File: src/rtl/sram_test_pkg.sv
// Shared state encodings for the SRAM test sequencer and the debug/LED top level.
package sram_test_pkg;

    localparam int unsigned StateBits = 3;

    typedef enum logic [StateBits-1:0] {
        StIdle  = 3'd0,
        StWrite = 3'd1,
        StRead  = 3'd2,
        StDrain = 3'd3,
        StNext  = 3'd4,
        StDone  = 3'd5,
        StHalt  = 3'd6
    } test_state_e;

    // Width of a counter indexing n items, never narrower than one bit.
    function automatic int unsigned min_bits(input int unsigned n);
        return (n > 1) ? $clog2(n) : 1;
    endfunction

endpackage

File: src/rtl/sram_read_check_pipe.sv
// Valid/address shift register that lines the checker strobe up with returned read data.
module sram_read_check_pipe #(
    parameter int unsigned LATENCY   = 2,
    parameter int unsigned ADDR_BITS = 20
) (
    input  logic                 clk,
    input  logic                 reset,
    input  logic                 flush_i,
    input  logic                 push_i,
    input  logic [ADDR_BITS-1:0] addr_i,
    output logic                 valid_o,
    output logic [ADDR_BITS-1:0] addr_o
);

    logic [LATENCY-1:0]                valid_q;
    logic [LATENCY-1:0][ADDR_BITS-1:0] addr_q;

    // Shift one stage per cycle; a flush kills every in-flight entry at once.
    always_ff @(posedge clk or posedge reset) begin
        if (reset) begin
            valid_q <= '0;
            addr_q  <= '0;
        end else begin
            valid_q[0] <= push_i & ~flush_i;
            addr_q[0]  <= addr_i;
            for (int unsigned i = 1; i < LATENCY; i++) begin
                valid_q[i] <= valid_q[i-1] & ~flush_i;
                addr_q[i]  <= addr_q[i-1];
            end
        end
    end

    assign valid_o = valid_q[LATENCY-1];
    assign addr_o  = addr_q[LATENCY-1];

endmodule

File: src/rtl/sram_test_sequencer.sv
// Write/read-back pass sequencer over an SRAM address range, with latency-aligned checking.
module sram_test_sequencer
    import sram_test_pkg::*;
#(
    parameter int unsigned ADDR_BITS    = 20,
    parameter int unsigned ADDR_LAST    = 2**ADDR_BITS - 1,
    parameter int unsigned NUM_PATTERNS = 4,
    parameter int unsigned READ_LATENCY = 2,
    parameter int unsigned ITERATIONS   = 1,
    parameter int unsigned ERR_CNT_BITS = 16,
    localparam int unsigned PAT_BITS    = min_bits(NUM_PATTERNS)
) (
    input  logic                    clk,
    input  logic                    reset,
    input  logic                    start_i,
    input  logic                    halt_on_fail_i,
    output logic                    busy_o,
    output logic                    done_o,
    output logic                    passed_o,
    output logic [ERR_CNT_BITS-1:0] err_count_o,
    output logic [15:0]             iter_count_o,
    output logic [StateBits-1:0]    test_state_o,
    output logic [ADDR_BITS-1:0]    mem_addr_o,
    output logic                    mem_we_o,
    output logic                    mem_re_o,
    output logic [PAT_BITS-1:0]     pattern_idx_o,
    output logic                    check_valid_o,
    output logic [ADDR_BITS-1:0]    check_addr_o,
    input  logic                    mismatch_i
);

    localparam int unsigned DrainBits = min_bits(READ_LATENCY);
    localparam logic [ADDR_BITS-1:0] AddrLast  = ADDR_BITS'(ADDR_LAST);
    localparam logic [PAT_BITS-1:0]  PatLast   = PAT_BITS'(NUM_PATTERNS - 1);
    localparam logic [DrainBits-1:0] DrainLast = DrainBits'(READ_LATENCY - 1);

    test_state_e             state_q, state_d;
    logic [ADDR_BITS-1:0]    addr_q, addr_d;
    logic [PAT_BITS-1:0]     pat_q, pat_d;
    logic [ERR_CNT_BITS-1:0] err_q, err_d;
    logic [15:0]             iter_q, iter_d;
    logic [DrainBits-1:0]    drain_q, drain_d;
    logic                    halt_mode_q, halt_mode_d;
    logic                    push, flush, hit, busy, final_iter;

    assign busy       = state_q inside {StWrite, StRead, StDrain, StNext};
    assign hit        = check_valid_o & mismatch_i & busy;
    assign final_iter = (ITERATIONS != 0) && ((32'(iter_q) + 32'd1) == ITERATIONS);

    // Next-state, counters and pipe control; a halting mismatch overrides any transition.
    always_comb begin
        state_d     = state_q;
        addr_d      = addr_q;
        pat_d       = pat_q;
        err_d       = err_q;
        iter_d      = iter_q;
        drain_d     = drain_q;
        halt_mode_d = halt_mode_q;
        push        = 1'b0;
        flush       = 1'b0;
        unique case (state_q)
            StIdle, StDone, StHalt: begin
                if (start_i) begin
                    state_d     = StWrite;
                    addr_d      = '0;
                    pat_d       = '0;
                    err_d       = '0;
                    iter_d      = '0;
                    halt_mode_d = halt_on_fail_i;
                end
            end
            StWrite: begin
                if (addr_q == AddrLast) begin
                    addr_d  = '0;
                    state_d = StRead;
                end else begin
                    addr_d = addr_q + ADDR_BITS'(1);
                end
            end
            StRead: begin
                push = 1'b1;
                if (addr_q == AddrLast) begin
                    addr_d  = '0;
                    drain_d = '0;
                    state_d = StDrain;
                end else begin
                    addr_d = addr_q + ADDR_BITS'(1);
                end
            end
            StDrain: begin
                drain_d = drain_q + DrainBits'(1);
                if (drain_q == DrainLast) begin
                    // Pattern/iteration advance is visible during NEXT (or DONE).
                    if (pat_q == PatLast) begin
                        pat_d   = '0;
                        iter_d  = (iter_q != 16'hFFFF) ? iter_q + 16'd1 : iter_q;
                        state_d = final_iter ? StDone : StNext;
                    end else begin
                        pat_d   = pat_q + PAT_BITS'(1);
                        state_d = StNext;
                    end
                end
            end
            StNext: begin
                addr_d  = '0;
                state_d = StWrite;
            end
            default: state_d = StIdle;
        endcase
        if (hit) begin
            if (err_q != '1) begin
                err_d = err_q + ERR_CNT_BITS'(1);
            end
            if (halt_mode_q) begin
                state_d = StHalt;
                pat_d   = pat_q;
                iter_d  = iter_q;
                flush   = 1'b1;
            end
        end
    end

    // Sequencer state registers.
    always_ff @(posedge clk or posedge reset) begin
        if (reset) begin
            state_q     <= StIdle;
            addr_q      <= '0;
            pat_q       <= '0;
            err_q       <= '0;
            iter_q      <= '0;
            drain_q     <= '0;
            halt_mode_q <= 1'b0;
        end else begin
            state_q     <= state_d;
            addr_q      <= addr_d;
            pat_q       <= pat_d;
            err_q       <= err_d;
            iter_q      <= iter_d;
            drain_q     <= drain_d;
            halt_mode_q <= halt_mode_d;
        end
    end

    sram_read_check_pipe #(
        .LATENCY  (READ_LATENCY),
        .ADDR_BITS(ADDR_BITS)
    ) u_pipe (
        .clk    (clk),
        .reset  (reset),
        .flush_i(flush),
        .push_i (push),
        .addr_i (addr_q),
        .valid_o(check_valid_o),
        .addr_o (check_addr_o)
    );

    // Status and strobes decoded straight from the registered state.
    always_comb begin
        busy_o        = busy;
        done_o        = (state_q == StDone) || (state_q == StHalt);
        passed_o      = (state_q == StDone) && (err_q == '0);
        mem_we_o      = (state_q == StWrite);
        mem_re_o      = (state_q == StRead);
        err_count_o   = err_q;
        iter_count_o  = iter_q;
        test_state_o  = state_q;
        mem_addr_o    = addr_q;
        pattern_idx_o = pat_q;
    end

endmodule

File: config.mk
export PLATFORM = sky130hd
export DESIGN_NAME = sram_test_sequencer
export DESIGN_NICKNAME = d
export VERILOG_FILES = /design/src/rtl/sram_test_pkg.sv /design/src/rtl/sram_read_check_pipe.sv /design/src/rtl/sram_test_sequencer.sv
export SDC_FILE = /design/constraint.sdc
export NUM_CORES = 1
export LEC_CHECK = 0
export ABC_AREA = 0
export ABC_CLOCK_PERIOD_IN_PS = 4000
export CAP_MARGIN = 20
export CORE_ASPECT_RATIO = 0.6
export CORE_MARGIN = 4
export CORE_UTILIZATION = 54
export CTS_BUF_LIST = sky130_fd_sc_hd__clkbuf_2 sky130_fd_sc_hd__clkbuf_4 sky130_fd_sc_hd__clkbuf_8
export DETAILED_ROUTE_END_ITERATION = 10
export PLACE_DENSITY = 0.91
export SYNTH_ARGS = -nofsm -noshare
export SYNTH_HDL_FRONTEND = slang
export SYNTH_SLANG_ARGS = --single-unit
File: constraint.sdc
create_clock -name clk -period 4 [get_ports clk]
set_input_delay 1 -clock clk [delete_from_list [all_inputs] [get_ports clk]]
set_output_delay 1 -clock clk [all_outputs]
set_load 0.05 [all_outputs]
==> results of run 1 <==
-- sequential cells by signal, indices dropped and copies added, names as in the netlist --
| name | cells |
|---|---|
| iter_count_o | 16 |
| drain_q | 1 |
| test_state_o | 3 |
| mem_addr_o | 20 |
| u_pipe.addr_o | 20 |
| u_pipe.valid_q | 2 |
| err_count_o | 16 |
| pattern_idx_o | 2 |
| u_pipe.addr_q | 20 |
| halt_mode_q | 1 |
-- final timing paths --
kind                                        startpoint                      endpoint  slack, ps
min                        u_pipe.addr_q[17]$_DFF_PP0_   u_pipe.addr_o[17]$_DFF_PP0_        360
max in group asynchronous                        reset   iter_count_o[0]$_DFFE_PP0P_       2220
min reg2reg                u_pipe.addr_q[17]$_DFF_PP0_   u_pipe.addr_o[17]$_DFF_PP0_        360
max reg2reg                  test_state_o[1]$_DFF_PP0_  iter_count_o[15]$_DFFE_PP0P_       1480
max                           err_count_o[0]$_DFF_PP0_                      passed_o        370
min in group asynchronous                        reset   u_pipe.addr_o[16]$_DFF_PP0_       1100
-- routing by layer --
layer / vias up / wire, um / global-route usage
met5: - / 0 / 0
met2: 146 / 5010 / 0.346
met4: 0 / 227 / 0.0818
met1: 1861 / 4930 / 0.301
met3: 30 / 799 / 0.0704
li1: 1775 / - / -
-- per-stage QoR --
step	hold WS [ps]	util	setup slack, ps	cell area [um2]
finish	356	0.674	366	5740
global route	368	0.674	323	5740
CTS	359	0.674	407	5740
detailed placement	335	0.652	853	5560
floorplan	331	-	300	4740
global placement	331	0.652	839	5560
-- placed cells by master, fill, tap and decap left out, types with 5 or more instances in the layout --
master / instances
and3_1: 14
clkbuf_8: 9
nand2b_1: 5
o31ai_1: 15
nand4_1: 21
nor2b_1: 9
a21oi_1: 10
xnor2_1: 7
dfrtp_1: 101
nor2_1: 46
inv_1: 9
ha_1: 6
and2_1: 10
nand3_1: 32
clkdlybuf4s50_1: 87
nand2_1: 37
o21ai_0: 31
xor2_1: 23
nor3_1: 8
-- area by class of cell --
class,count,area (um2),area share
flip-flops and latches,101,2530,0.440
multi-input cells,322,1930,0.337
clock inverters,7,61.3,0.0107
well taps,112,140,0.0244
repair buffers,91,913,0.159
clock buffers,9,124,0.0216
inverters,10,40.0,0.00697
-- kinds of logic after synthesis --
kind of cell	count (synthesis)
compound gates	79
xor+xnor	30
fa+ha+maj	6
buf+inv	48
flops	101
mux	4
simple gates	203
-- power by group --
part	total (W)	internal, W	switching, W
registers	0.00102	0.00102	0.00000124
logic	0.0000369	0.00000945	0.0000275
clock network	0.000625	0.000240	0.000384
total	0.00168	0.00127	0.000413
==> impl_metrics.yaml, run 1 <==
status:
  status: "finished clean"
detailed_routing:
  vias_per_cell: 5.85
  dr.pass1.iters: 7
  wl_per_cell_um: 16.8
  ant_nets: 0
  remaining_drc_errors: 0
  vias: 3812
  drt_wl_total_um: 11000
  drtIter0Drc: 341
cts:
  post_cts_buffers: 0
  cts.repair.resized: 0
  cts_buffers: 9
  clkTransAtPathRegs_ps: 100
  clock_latency_ps: 390
  htree_num_levels: 3
  clockRootBuffer: "clkbuf_8"
  cts_hold_buf: 0
  max-clock-path-buffers: 2
  clock-sinks: 101
  tritoncts: "built"
worst_setup_path:
  worst-endpoint-required_ps: 3000
  path_depth: 6
  start_kind: "flop"
  crit_buf_inv: 2
  cp_max_fo: 5
  critPathCaptureType: "primary output"
  r2r_cells: 6
  arrival_ps: 2630
  cp_slowest_stage_delay_ps: 880
  path_cells: "inv_1 -> ha_1 -> nor4b_1 -> nand3_1 -> nor3_1 -> clkdlybuf4s50_1"
  critical_path_class: "flop to primary output"
  crit_family: "buffers and inverters"
  crit_slowest_cell: "clkdlybuf4s50_1"
synth:
  yosys.area.top_type: "dfrtp_1"
  synth_top_family_by_area: "simple AND/OR/NAND/NOR gates"
  synth-edff-count: 0
  ys_types: 50
  synth_flop_cell: "dfrtp_1"
  synth_fa_ha_area_frac: 0.0159
  async_flop_share: 1.00
  synthTopCellsByArea: "dfrtp_1 (53%), xor2_1 (4.3%), nor2_1 (3.6%)"
  synth_simple_gate_area_frac: 0.225
  synth_xor_area_frac: 0.0555
  synth-compound-area-share: 0.104
  synth-seq-cells: 101
  syn_nets: 482
  postSynthCellCount: 471
  syn_area_per_cell_um2: 10.1
  yosysWarnings: 0
  synth.most_common_cell: "dfrtp_1"
  synth_top_area_frac: 0.534
  muxShareOfSynthArea: 0.00898
  synth.top_cells.by_count: "dfrtp_1 (101), nor2_1 (46), nand2_1 (37)"
  synth-seq-area-share: 0.534
  syn_area_mm2: 0.00474
global_route:
  grt_pass1_vias: 3793
  grt_antenna_before_repair: 0
  grt_overflow: 0
  grt_max_degree: 62
  grt_pass1_wl_um: 18300
  track_usage: 0.225
final_layout:
  nets: 546
  layout.cells.non_filler: 652
  syn2layout_area_growth_pct: 21.2
  n_fill_cell: 630
  drive_above_1_share: 0.0593
  diodes: 0
place:
  place_inst: 636
  hpwl_um: 7910
  io_buffers: 87
  place_congestion: 0.895
sta:
  slew_viol_final: 0
  fin_setup_tns_ps: 0
  worst_pin_slew_ps: 713
  fin_crit_ps: 3630
  fin_crit_sh: 0.909
  setup_viol_count_final: 0
  rsz0062_at_grt: "false"
  slew_headroom: 0.524
  max_freq_mhz: 275
  fin_skew_ps: 11.6
  finalHoldViolCount: 0
floorplanning:
  initial_core_util: 0.556
  dieArea_mm2: 0.0104
  die_x_um: 129
  io_pins: 88
  core-area_mm2: 0.00852
  rows: 26
  die_height_um: 80.5
pwr:
  power_w: 0.00168
  powerDensity_mw_per_mm2: 293
  peakVddDrop_v: 0.000166
  leakagePower_nw: 2.48
min_path:
  min_path_cells: 0
  hold_path.class: "flop to flop"
flow_run:
  max_cap_violations: 0
No activity file was read; power rests on OpenSTA's default activity.
==> run 2: changes to the inputs <==
--- a/config.mk
+++ b/config.mk
@@ -6,14 +6,15 @@
 export NUM_CORES = 1
 export LEC_CHECK = 0
 export ABC_AREA = 0
-export ABC_CLOCK_PERIOD_IN_PS = 4000
+export ABC_CLOCK_PERIOD_IN_PS = 4600
 export CAP_MARGIN = 20
 export CORE_ASPECT_RATIO = 0.6
 export CORE_MARGIN = 4
-export CORE_UTILIZATION = 54
+export CORE_UTILIZATION = 45
 export CTS_BUF_LIST = sky130_fd_sc_hd__clkbuf_2 sky130_fd_sc_hd__clkbuf_4 sky130_fd_sc_hd__clkbuf_8
 export DETAILED_ROUTE_END_ITERATION = 10
-export PLACE_DENSITY = 0.91
+export GPL_TIMING_DRIVEN = 0
+export PLACE_DENSITY = 0.79
 export SYNTH_ARGS = -nofsm -noshare
 export SYNTH_HDL_FRONTEND = slang
 export SYNTH_SLANG_ARGS = --single-unit
==> constraint.sdc (replaced) <==
create_clock -name clk -period 4.6 [get_ports clk]
set_input_delay 1.15 -clock clk [delete_from_list [all_inputs] [get_ports clk]]
set_output_delay 1.15 -clock clk [all_outputs]
set_load 0.05 [all_outputs]
==> impl_metrics.yaml, run 2 (synthesis gave the netlist of run 1 again) <==
sta:
  fin_skew_ps: 8.42
  worst_pin_slew_ps: 644
  fin_setup_tns_ps: 0
  fin_crit_ps: 4160
  rsz0062_at_grt: "false"
  finalHoldViolCount: 0
  slew_headroom: 0.568
  max_freq_mhz: 240
  fin_crit_sh: 0.904
  slew_viol_final: 0
  setup_viol_count_final: 0
final_layout:
  syn2layout_area_growth_pct: 26.3
  final_core_util: 0.595
  final_common_cell: "dfrtp_1"
  design_area_mm2: 0.00598
  layout.cells.non_filler: 709
  nets: 580
  layout_common_cells: "dfrtp_1 (101), clkdlybuf4s50_1 (86), nor2_1 (46), nand2_1 (37), nand3_1 (32)"
  diodes: 0
  drive_above_1_share: 0.103
cts:
  cts.repair.resized: 0
  cts_buffers: 9
  cts_hold_buf: 0
  clkTransAtPathRegs_ps: 100
  tritoncts: "built"
  clock-sinks: 101
  clock_latency_ps: 370
  clockRootBuffer: "clkbuf_8"
  post_cts_buffers: 0
  htree_num_levels: 3
  max-clock-path-buffers: 2
global_route:
  grt_overflow: 0
  track_usage: 0.189
  grt_antenna_before_repair: 0
  grt_max_degree: 70
  grt_pass1_vias: 3623
  grt_pass1_wl_um: 18600
floorplanning:
  dieArea_mm2: 0.0123
  die_x_um: 140
  die_height_um: 87.5
  rows: 28
  initial_core_util: 0.471
  core-area_mm2: 0.0101
  io_pins: 88
detailed_routing:
  ant_nets: 0
  wl_per_cell_um: 15.7
  dr.pass1.iters: 5
  drtIter0Drc: 350
  vias_per_cell: 5.42
  remaining_drc_errors: 0
  drt_wl_total_um: 11200
  vias: 3846
pwr:
  powerDensity_mw_per_mm2: 244
  leakagePower_nw: 2.62
  peakVddDrop_v: 0.000132
worst_setup_path:
  start_kind: "flop"
  critPathCaptureType: "primary output"
  cp_max_fo: 10
  arrival_ps: 3010
  critical_path_class: "flop to primary output"
  worst-endpoint-required_ps: 3450
flow_run:
  max_cap_violations: 0
place:
  placed_area_mm2: 0.00580
  place_congestion: 0.949
  place_inst: 693
  io_buffers: 86
  hpwl_um: 8140
status:
  status: "finished clean"
min_path:
  hold_path.class: "flop to flop"
## run 2: cell count changes in the layout (fill, tap and decap cells not counted)
| cell | before | now |
|---|---|---|
| buf_4 | 3 | 20 |
| clkbuf_1 | 0 | 7 |
| clkinv_4 | 0 | 1 |
| buf_6 | 0 | 1 |
| buf_1 | 0 | 1 |
| buf_12 | 1 | 0 |
| clkinvlp_4 | 1 | 0 |
| buf_16 | 0 | 1 |
| buf_2 | 0 | 9 |
| clkdlybuf4s50_1 | 87 | 86 |
## run 2: final timing paths
kind	startpoint	end	slack [ps]	cells past startpoint
worst max-delay path	test_state_o[2]$_DFF_PP0_	passed_o	440	5
worst min-delay path	u_pipe.addr_q[14]$_DFF_PP0_	u_pipe.addr_o[14]$_DFF_PP0_	360	0
worst max register to register	iter_count_o[0]$_DFFE_PP0P_	iter_count_o[8]$_DFFE_PP0P_	2190	8
worst min register to register	u_pipe.addr_q[14]$_DFF_PP0_	u_pipe.addr_o[14]$_DFF_PP0_	360	0
max in group asynchronous	reset	mem_addr_o[0]$_DFFE_PP0P_	2790	3
min in group asynchronous	reset	u_pipe.addr_q[15]$_DFF_PP0_	1130	2
## run 2: critical path: stages, from the launching register on
cell	delay, ps
dfrtp_1	390
buf_6	140
clkbuf_1	320
or4b_2	620
nor3_1	280
clkdlybuf4s50_1	870
## run 2: where the power goes
group / leakage [nW] / internal [W] / switching (W)
sequential: 1.34 / 0.000888 / 0.00000105
combinational: 1.19 / 0.00000848 / 0.0000241
clock: 0.0984 / 0.000210 / 0.000325
## run 2: per-stage QoR
step / setup slack, ps / hold WS, ps / total power, W
global route: 350 / 363 / 0.00151
CTS: 487 / 358 / 0.00148
floorplan: 750 / 331 / 0.000927
global placement: -616 / 332 / 0.000937
finish: 441 / 356 / 0.00146
detailed placement: 929 / 335 / 0.000940
## run 2: layer usage
layer / global-route usage / vias up / share of wire
li1: - / 1843 / -
met1: 0.281 / 1846 / 0.49
met2: 0.273 / 144 / 0.43
met3: 0.0521 / 13 / 0.069
met4: 0.0493 / 0 / 0.012
met5: 0 / - / 0
## run 2: cell type report
cell class	count	area, um2
clock inverter	7	62.6
buffer	38	236
sequential	101	2530
multi-input combinational	322	1930
fill	814	4070
timing repair buffer	87	888
clock buffer	9	124
tap	135	169
inverter	10	40.0
